$ cat src/rtl/tournament_predictor_if.sv
// Fetch-side prediction and execute-side training signals of the tournament predictor.
// The master side belongs to the pipeline and the slave side to the predictor.
interface tournament_predictor_if #(
   parameter int BHR_SIZE = 7
);
   logic [31:0]         pc_if;
   logic                is_branch_if;
   logic                predict_taken;
   logic                glob_predict_taken_if;
   logic                loc_predict_taken_if;
   logic [BHR_SIZE-1:0] bhr_if;
   logic                valid_branch;
   logic [31:0]         pc_ex;
   logic [BHR_SIZE-1:0] bhr_ex;
   logic                glob_predict_taken_ex;
   logic                loc_predict_taken_ex;
   logic                predict_taken_ex;
   logic                cmp_out_ex;
   logic                mispredict;
   logic [31:0]         branch_cnt;
   logic [31:0]         mispredict_cnt;

   modport master (
      output pc_if, is_branch_if, valid_branch, pc_ex, bhr_ex,
             glob_predict_taken_ex, loc_predict_taken_ex, predict_taken_ex, cmp_out_ex,
      input  predict_taken, glob_predict_taken_if, loc_predict_taken_if, bhr_if,
             mispredict, branch_cnt, mispredict_cnt
   );

   modport slave (
      input  pc_if, is_branch_if, valid_branch, pc_ex, bhr_ex,
             glob_predict_taken_ex, loc_predict_taken_ex, predict_taken_ex, cmp_out_ex,
      output predict_taken, glob_predict_taken_if, loc_predict_taken_if, bhr_if,
             mispredict, branch_cnt, mispredict_cnt
   );
endinterface

$ cat src/rtl/tournament_predictor.sv
// Tournament branch predictor: gshare + two-level local, per-PC chooser, speculative GHR.
// Predicts combinationally in IF; trains from the snapshot carried down to EX.
module tournament_predictor #(
   parameter int BHR_SIZE    = 7,
   parameter int LHT_IDX     = 5,
   parameter int LHR_SIZE    = 7,
   parameter int CHOOSER_IDX = 7,
   parameter int CTR_W       = 2
) (
   input logic                   clk,
   input logic                   rst,
   tournament_predictor_if.slave bus
);
   localparam logic [CTR_W-1:0] CTR_MAX = {CTR_W{1'b1}};
   localparam logic [CTR_W-1:0] CTR_ONE = {{(CTR_W-1){1'b0}}, 1'b1};
   localparam logic [CTR_W-1:0] CTR_WNT = {1'b0, {(CTR_W-1){1'b1}}};
   localparam logic [CTR_W-1:0] CTR_WG  = {1'b1, {(CTR_W-1){1'b0}}};

   logic [CTR_W-1:0]    gpht    [2**BHR_SIZE];
   logic [CTR_W-1:0]    lpht    [2**LHR_SIZE];
   logic [LHR_SIZE-1:0] lht     [2**LHT_IDX];
   logic [CTR_W-1:0]    chooser [2**CHOOSER_IDX];

   logic [BHR_SIZE-1:0]    ghr;
   logic [31:0]            branch_cnt_q;
   logic [31:0]            mispredict_cnt_q;
   logic [BHR_SIZE-1:0]    g_rd_idx, g_wr_idx;
   logic [LHT_IDX-1:0]     lht_rd_idx, lht_wr_idx;
   logic [LHR_SIZE-1:0]    lh_rd, lh_wr;
   logic [CHOOSER_IDX-1:0] ch_rd_idx, ch_wr_idx;
   logic                   glob_rd, loc_rd, misp;
   logic                   unused_pc;

   function automatic logic [CTR_W-1:0] ctr_step(input logic [CTR_W-1:0] c, input logic up);
      if (up)
         return (c == CTR_MAX) ? c : c + CTR_ONE;
      return (c == '0) ? c : c - CTR_ONE;
   endfunction

   // Only a slice of each PC feeds the index hashes.
   assign unused_pc = ^{bus.pc_if, bus.pc_ex};

   assign g_rd_idx   = bus.pc_if[BHR_SIZE+1:2] ^ ghr;
   assign lht_rd_idx = bus.pc_if[LHT_IDX+1:2];
   assign lh_rd      = lht[lht_rd_idx];
   assign ch_rd_idx  = bus.pc_if[CHOOSER_IDX+1:2];
   assign glob_rd    = gpht[g_rd_idx][CTR_W-1];
   assign loc_rd     = lpht[lh_rd][CTR_W-1];

   assign bus.glob_predict_taken_if = glob_rd;
   assign bus.loc_predict_taken_if  = loc_rd;
   assign bus.predict_taken         = chooser[ch_rd_idx][CTR_W-1] ? glob_rd : loc_rd;
   assign bus.bhr_if                = ghr;

   assign g_wr_idx   = bus.pc_ex[BHR_SIZE+1:2] ^ bus.bhr_ex;
   assign lht_wr_idx = bus.pc_ex[LHT_IDX+1:2];
   assign lh_wr      = lht[lht_wr_idx];
   assign ch_wr_idx  = bus.pc_ex[CHOOSER_IDX+1:2];

   assign misp               = bus.valid_branch & (bus.predict_taken_ex != bus.cmp_out_ex);
   assign bus.mispredict     = misp;
   assign bus.branch_cnt     = branch_cnt_q;
   assign bus.mispredict_cnt = mispredict_cnt_q;

   // Table writes take effect at the edge, so an IF read of the same entry sees the old value.
   always_ff @(posedge clk or posedge rst) begin
      if (rst) begin
         for (int i = 0; i < 2**BHR_SIZE; i++)    gpht[i]    <= CTR_WNT;
         for (int i = 0; i < 2**LHR_SIZE; i++)    lpht[i]    <= CTR_WNT;
         for (int i = 0; i < 2**LHT_IDX; i++)     lht[i]     <= '0;
         for (int i = 0; i < 2**CHOOSER_IDX; i++) chooser[i] <= CTR_WG;
      end else if (bus.valid_branch) begin
         gpht[g_wr_idx]   <= ctr_step(gpht[g_wr_idx], bus.cmp_out_ex);
         lpht[lh_wr]      <= ctr_step(lpht[lh_wr], bus.cmp_out_ex);
         lht[lht_wr_idx]  <= {lh_wr[LHR_SIZE-2:0], bus.cmp_out_ex};
         if (bus.glob_predict_taken_ex != bus.loc_predict_taken_ex)
            chooser[ch_wr_idx] <= ctr_step(chooser[ch_wr_idx],
                                           bus.glob_predict_taken_ex == bus.cmp_out_ex);
      end
   end

   // Repair from the EX snapshot wins over the speculative IF shift.
   always_ff @(posedge clk or posedge rst) begin
      if (rst)
         ghr <= '0;
      else if (misp)
         ghr <= {bus.bhr_ex[BHR_SIZE-2:0], bus.cmp_out_ex};
      else if (bus.is_branch_if)
         ghr <= {ghr[BHR_SIZE-2:0], bus.predict_taken};
   end

   always_ff @(posedge clk or posedge rst) begin
      if (rst) begin
         branch_cnt_q     <= '0;
         mispredict_cnt_q <= '0;
      end else if (bus.valid_branch) begin
         if (branch_cnt_q != 32'hFFFF_FFFF)
            branch_cnt_q <= branch_cnt_q + 32'd1;
         if (misp && (mispredict_cnt_q != 32'hFFFF_FFFF))
            mispredict_cnt_q <= mispredict_cnt_q + 32'd1;
      end
   end
endmodule

$ cat src/flat_wrapper.sv
// flat-port wrapper written by rule: the top's interface ports become plain ports
module tournament_predictor_flat 
#(
   parameter int BHR_SIZE    = 7,
   parameter int LHT_IDX     = 5,
   parameter int LHR_SIZE    = 7,
   parameter int CHOOSER_IDX = 7,
   parameter int CTR_W       = 2
)
  (clk, rst, bus_pc_if, bus_is_branch_if, bus_valid_branch, bus_pc_ex, bus_bhr_ex, bus_glob_predict_taken_ex, bus_loc_predict_taken_ex, bus_predict_taken_ex, bus_cmp_out_ex, bus_predict_taken, bus_glob_predict_taken_if, bus_loc_predict_taken_if, bus_bhr_if, bus_mispredict, bus_branch_cnt, bus_mispredict_cnt);
  tournament_predictor_if #(.BHR_SIZE(BHR_SIZE)) bus_i ();
  input logic clk;
  input logic rst;
  input wire logic [$bits(bus_i.pc_if)-1:0] bus_pc_if;
  input wire logic [$bits(bus_i.is_branch_if)-1:0] bus_is_branch_if;
  input wire logic [$bits(bus_i.valid_branch)-1:0] bus_valid_branch;
  input wire logic [$bits(bus_i.pc_ex)-1:0] bus_pc_ex;
  input wire logic [$bits(bus_i.bhr_ex)-1:0] bus_bhr_ex;
  input wire logic [$bits(bus_i.glob_predict_taken_ex)-1:0] bus_glob_predict_taken_ex;
  input wire logic [$bits(bus_i.loc_predict_taken_ex)-1:0] bus_loc_predict_taken_ex;
  input wire logic [$bits(bus_i.predict_taken_ex)-1:0] bus_predict_taken_ex;
  input wire logic [$bits(bus_i.cmp_out_ex)-1:0] bus_cmp_out_ex;
  output wire logic [$bits(bus_i.predict_taken)-1:0] bus_predict_taken;
  output wire logic [$bits(bus_i.glob_predict_taken_if)-1:0] bus_glob_predict_taken_if;
  output wire logic [$bits(bus_i.loc_predict_taken_if)-1:0] bus_loc_predict_taken_if;
  output wire logic [$bits(bus_i.bhr_if)-1:0] bus_bhr_if;
  output wire logic [$bits(bus_i.mispredict)-1:0] bus_mispredict;
  output wire logic [$bits(bus_i.branch_cnt)-1:0] bus_branch_cnt;
  output wire logic [$bits(bus_i.mispredict_cnt)-1:0] bus_mispredict_cnt;
  assign bus_i.pc_if = bus_pc_if;
  assign bus_i.is_branch_if = bus_is_branch_if;
  assign bus_i.valid_branch = bus_valid_branch;
  assign bus_i.pc_ex = bus_pc_ex;
  assign bus_i.bhr_ex = bus_bhr_ex;
  assign bus_i.glob_predict_taken_ex = bus_glob_predict_taken_ex;
  assign bus_i.loc_predict_taken_ex = bus_loc_predict_taken_ex;
  assign bus_i.predict_taken_ex = bus_predict_taken_ex;
  assign bus_i.cmp_out_ex = bus_cmp_out_ex;
  assign bus_predict_taken = bus_i.predict_taken;
  assign bus_glob_predict_taken_if = bus_i.glob_predict_taken_if;
  assign bus_loc_predict_taken_if = bus_i.loc_predict_taken_if;
  assign bus_bhr_if = bus_i.bhr_if;
  assign bus_mispredict = bus_i.mispredict;
  assign bus_branch_cnt = bus_i.branch_cnt;
  assign bus_mispredict_cnt = bus_i.mispredict_cnt;
  tournament_predictor #(.BHR_SIZE(BHR_SIZE), .LHT_IDX(LHT_IDX), .LHR_SIZE(LHR_SIZE), .CHOOSER_IDX(CHOOSER_IDX), .CTR_W(CTR_W)) u_core (.clk(clk), .rst(rst), .bus(bus_i));
endmodule
$ cat config.mk
export PLATFORM = sky130hd
export DESIGN_NAME = tournament_predictor_flat
export DESIGN_NICKNAME = d
export VERILOG_FILES = /design/src/rtl/tournament_predictor_if.sv /design/src/rtl/tournament_predictor.sv /design/src/flat_wrapper.sv
export SDC_FILE = /design/constraint.sdc
export NUM_CORES = 2
export LEC_CHECK = 0
export ABC_AREA = 0
export BUFFER_PORTS_ARGS = -buffer_cell sky130_fd_sc_hd__buf_2
export CORE_MARGIN = 2
export CORE_UTILIZATION = 65
export CTS_BUF_LIST = sky130_fd_sc_hd__clkbuf_8
export DETAILED_ROUTE_END_ITERATION = 8
export PLACE_DENSITY = 0.88
export RECOVER_POWER = 100
export SETUP_SLACK_MARGIN = 0.3
export SLEW_MARGIN = 20
export SYNTH_ARGS = -nofsm -noshare
export SYNTH_HDL_FRONTEND = slang
export SYNTH_SLANG_ARGS = --single-unit
$ cat constraint.sdc
create_clock -name clk -period 80.1 [get_ports clk]
set_clock_uncertainty 0.15 [all_clocks]
set_input_delay 16.02 -clock clk [delete_from_list [all_inputs] [get_ports clk]]
set_output_delay 16.02 -clock clk [all_outputs]
set_load 0.005 [all_outputs]
==> summary.txt <==
Die
  • Die width: 297 µm
  • Height of the die: 297 µm
  • FP Rows: 107
  • Initial Util: around two thirds
  • Die area: between 80000 and 90000 µm²
  • Core Box Area: 85100 µm²
  • I/O pins: 154

Finish
  • Area Overhead vs Synth: 8.86%
  • Filler cells: 5389
  • Final core occ: 71.4%
  • Layout Nets: 5011
  • Fin area: 60800 µm²
  • Commonest non-fill, non-tap cell in the layout: dfrtp_1
  • Most frequent cells in the layout: dfrtp_1 (679), mux2_2 (670), nand2_1 (639)
  • Share of post-route cells with drive strength above 1: 33.6%

Setup path
  • Critical path type: in -> out
  • Arr. time, crit path: 26.85 ns
  • Crit. End Element: primary output
  • Worst endpoint required time: 63.93 ns
  • CP Max Fanout: 59
  • Startpoint types: input port

Synthesis
  • Netlist cell types: 96
  • Simple-gate share of the synthesized area: 10.6%
  • Mux cell area share after synthesis: 27.1%
  • Syn avg cell area: around 11 µm²
  • Largest family of logic cells by synthesized area: multiplexers
  • Async S/R FF share, synth: 100%
  • FF+latch count, synth: 1063
  • Syn Nets: 4990
  • EDFF count, synth: 0
  • Compound-Gate Fraction of Synth Area: under 10%
  • Post-synthesis adder-cell area fraction: less than 1%
  • Seq/Total Area, Yosys: 48.5%
  • Xor-xnor portion of the synthesized cell area: 1.36%
  • Top FF cell, synth: dfrtp_1
  • Syn Inst Count: 4909
  • Synth Warn #: 0
  • Mapped cell area: 55800 µm²

Timing
  • Final Hold Fails: 0
  • Worst-margin pin slew: 8.46 ns
  • Fmax: 23.2 MHz
  • RSZ-0062 raised after global routing: no
  • Max Slew Vio Count: 2442
  • Period utilization: 53.7%
  • WHS: 0.327 ns
  • Setup violations, final: 0
  • Min cycle time layout: 43.02 ns
  • Max-slew headroom: -464%
  • Setup TNS: 0 ns

Run status
  • Status: complete, but fails checks
  • Failing checks: capacitance limit, slew limit

CTS
  • Root buf cell: clkbuf_8
  • Post-CTS setup buffer count: 0
  • Worst-path clk slew: 0.05 ns
  • Clk sink count: 1063
  • Cts hold-fix bufs: 0
  • H-tree levels: 4
  • Worst-skew pair later-pin latency: ~0.88 ns
  • CTS max path bufs: 3
  • CTS tree: yes
  • Post-CTS sizing: 0
  • CTS buffer count: 173

Place
  • Dpl hpwl: 103000 µm
  • DP Area: 57200 µm²
  • RD Place Congestion: between 0.9 and 1
  • Port buffer count: between 100 and 150

Drt
  • Initial DRC count: 6014
  • ANT nets after route: 0
  • Via count: 44100
  • Vias per cell: 7.07
  • Drt drc: 0
  • Total Wirelength: 166000 µm
  • Total iterations of the first detailed-routing run: 8
  • Routed wire length per instance: 26.7 µm

Global routing
  • Initial antenna violation count: 12
  • Largest net degree at the start of global routing: 130
  • Global-route wire length before repair: 258000 µm
  • Total gr overflow: 0
  • Global-route usage over all layers: 37.5%
  • Number of global-route vias before repair: around 45000

Pwr
  • Leakage: 25.9 nW
  • Power Dens Cells: 25.8 nW/µm²
  • Peak supply drop: 0.0000223 V

Flow run
  • MaxCap Viol Count: 39

Worst hold path
  • Hold crit path type: reg -> reg
[sequential cells by signal (all words and copies together), names as in the netlist]
signal                     count
u_core.bus.branch_cnt         32
u_core.lpht                  256
u_core.bus.bhr_if              7
u_core.bus.mispredict_cnt     32
u_core.gpht                  256
u_core.chooser               256
u_core.lht                   224
[logic make-up (layout without fill, tap and decap cells)]
family / after synthesis / after routing
fa+ha+maj: 6 / 6
simple gates: 1384 / 1384
other cells: 0 / 7
xor+xnor: 86 / 86
compound gates: 825 / 825
flops: 1063 / 1063
buf+inv: 381 / 553
mux: 1164 / 1164
[cell type report]
cell class | count | area [µm²] | area share (%)
Multi-Input combinational cell | 3465 | 27300 | 44.9
Antenna cell | 7 | 17.5 | 0.0288
Tap cell | 1144 | 1430 | 2.35
Clock inverter | 99 | 671 | 1.10
Sequential cell | 1063 | 27100 | 44.6
Inverter | 27 | 103 | 0.169
Timing Repair Buffer | 200 | 1080 | 1.78
Clock buffer | 227 | 3120 | 5.14
[cell usage after synthesis, drive strengths merged (53+ instances only)]
library cell	count	area share, %
a22oi	75	1.0
nand2	640	4.3
mux2i	260	4.7
a21oi	166	1.5
a221oi	53	0.84
nor2	428	2.9
buf	114	1.1
xnor2	60	0.94
mux2	694	14
dfrtp	679	30
o21ai	300	2.7
nand3	112	1.0
clkbuf	240	1.6
dfstp	384	18
mux4	210	8.5
o22ai	60	0.67
[final timing paths]
| check | from | to | slack, ns | depth (start not counted) |
|---|---|---|---|---|
| max in group asynchronous | rst | u_core.lpht[181] | 50.97 | 6 |
| hold reg to reg | u_core.lpht[34] | u_core.lpht[34] | 0.33 | 2 |
| setup / recovery | bus_pc_if[3] | bus_predict_taken | 37.08 | 13 |
| hold / removal | u_core.lpht[34] | u_core.lpht[34] | 0.33 | 2 |
| min in group asynchronous | rst | u_core.bus.branch_cnt[22] | 16.72 | 2 |
| setup reg to reg | u_core.lht[57] | u_core.lpht[86] | 67.36 | 15 |
[where the power goes]
part           internal [mW]  leakage [nW]  switching, mW  total, mW
clock network          0.285          2.21          0.225      0.510
logic                  0.133          10.6          0.233      0.365
registers              0.632          13.1         0.0594      0.691
[stage by stage]
step | worst slack, ns | power, mW | std cells
after floorplan | 34.64 | 0.928 | 4909
after global placement | 42.33 | 1.03 | 5899
after detailed placement | 42.31 | 1.05 | 5899
after CTS | 42.30 | 1.55 | 6225
after global routing | 37.22 | 1.62 | 6229
final | 37.08 | 1.57 | 6232
[worst max-delay path, cell delays in order]
cell,delay [ns]
clkbuf_1,2.79
clkbuf_1,3.22
mux2i_1,0.61
a22oi_1,0.40
nand3_1,0.15
and4_1,0.45
or3_1,0.76
o221a_2,0.41
o221ai_1,0.35
nand4_1,0.15
o22ai_1,0.71
mux2_1,0.46
buf_2,0.18
[routing by layer]
metal	track usage (%)	vias up	wire length, µm
li1	-	18000	-
met1	47.8	21900	60100
met2	56.3	3273	74700
met3	12.8	884	21700
met4	21.6	6	10000
met5	0	-	38
Power figures use the tool's default switching activity.
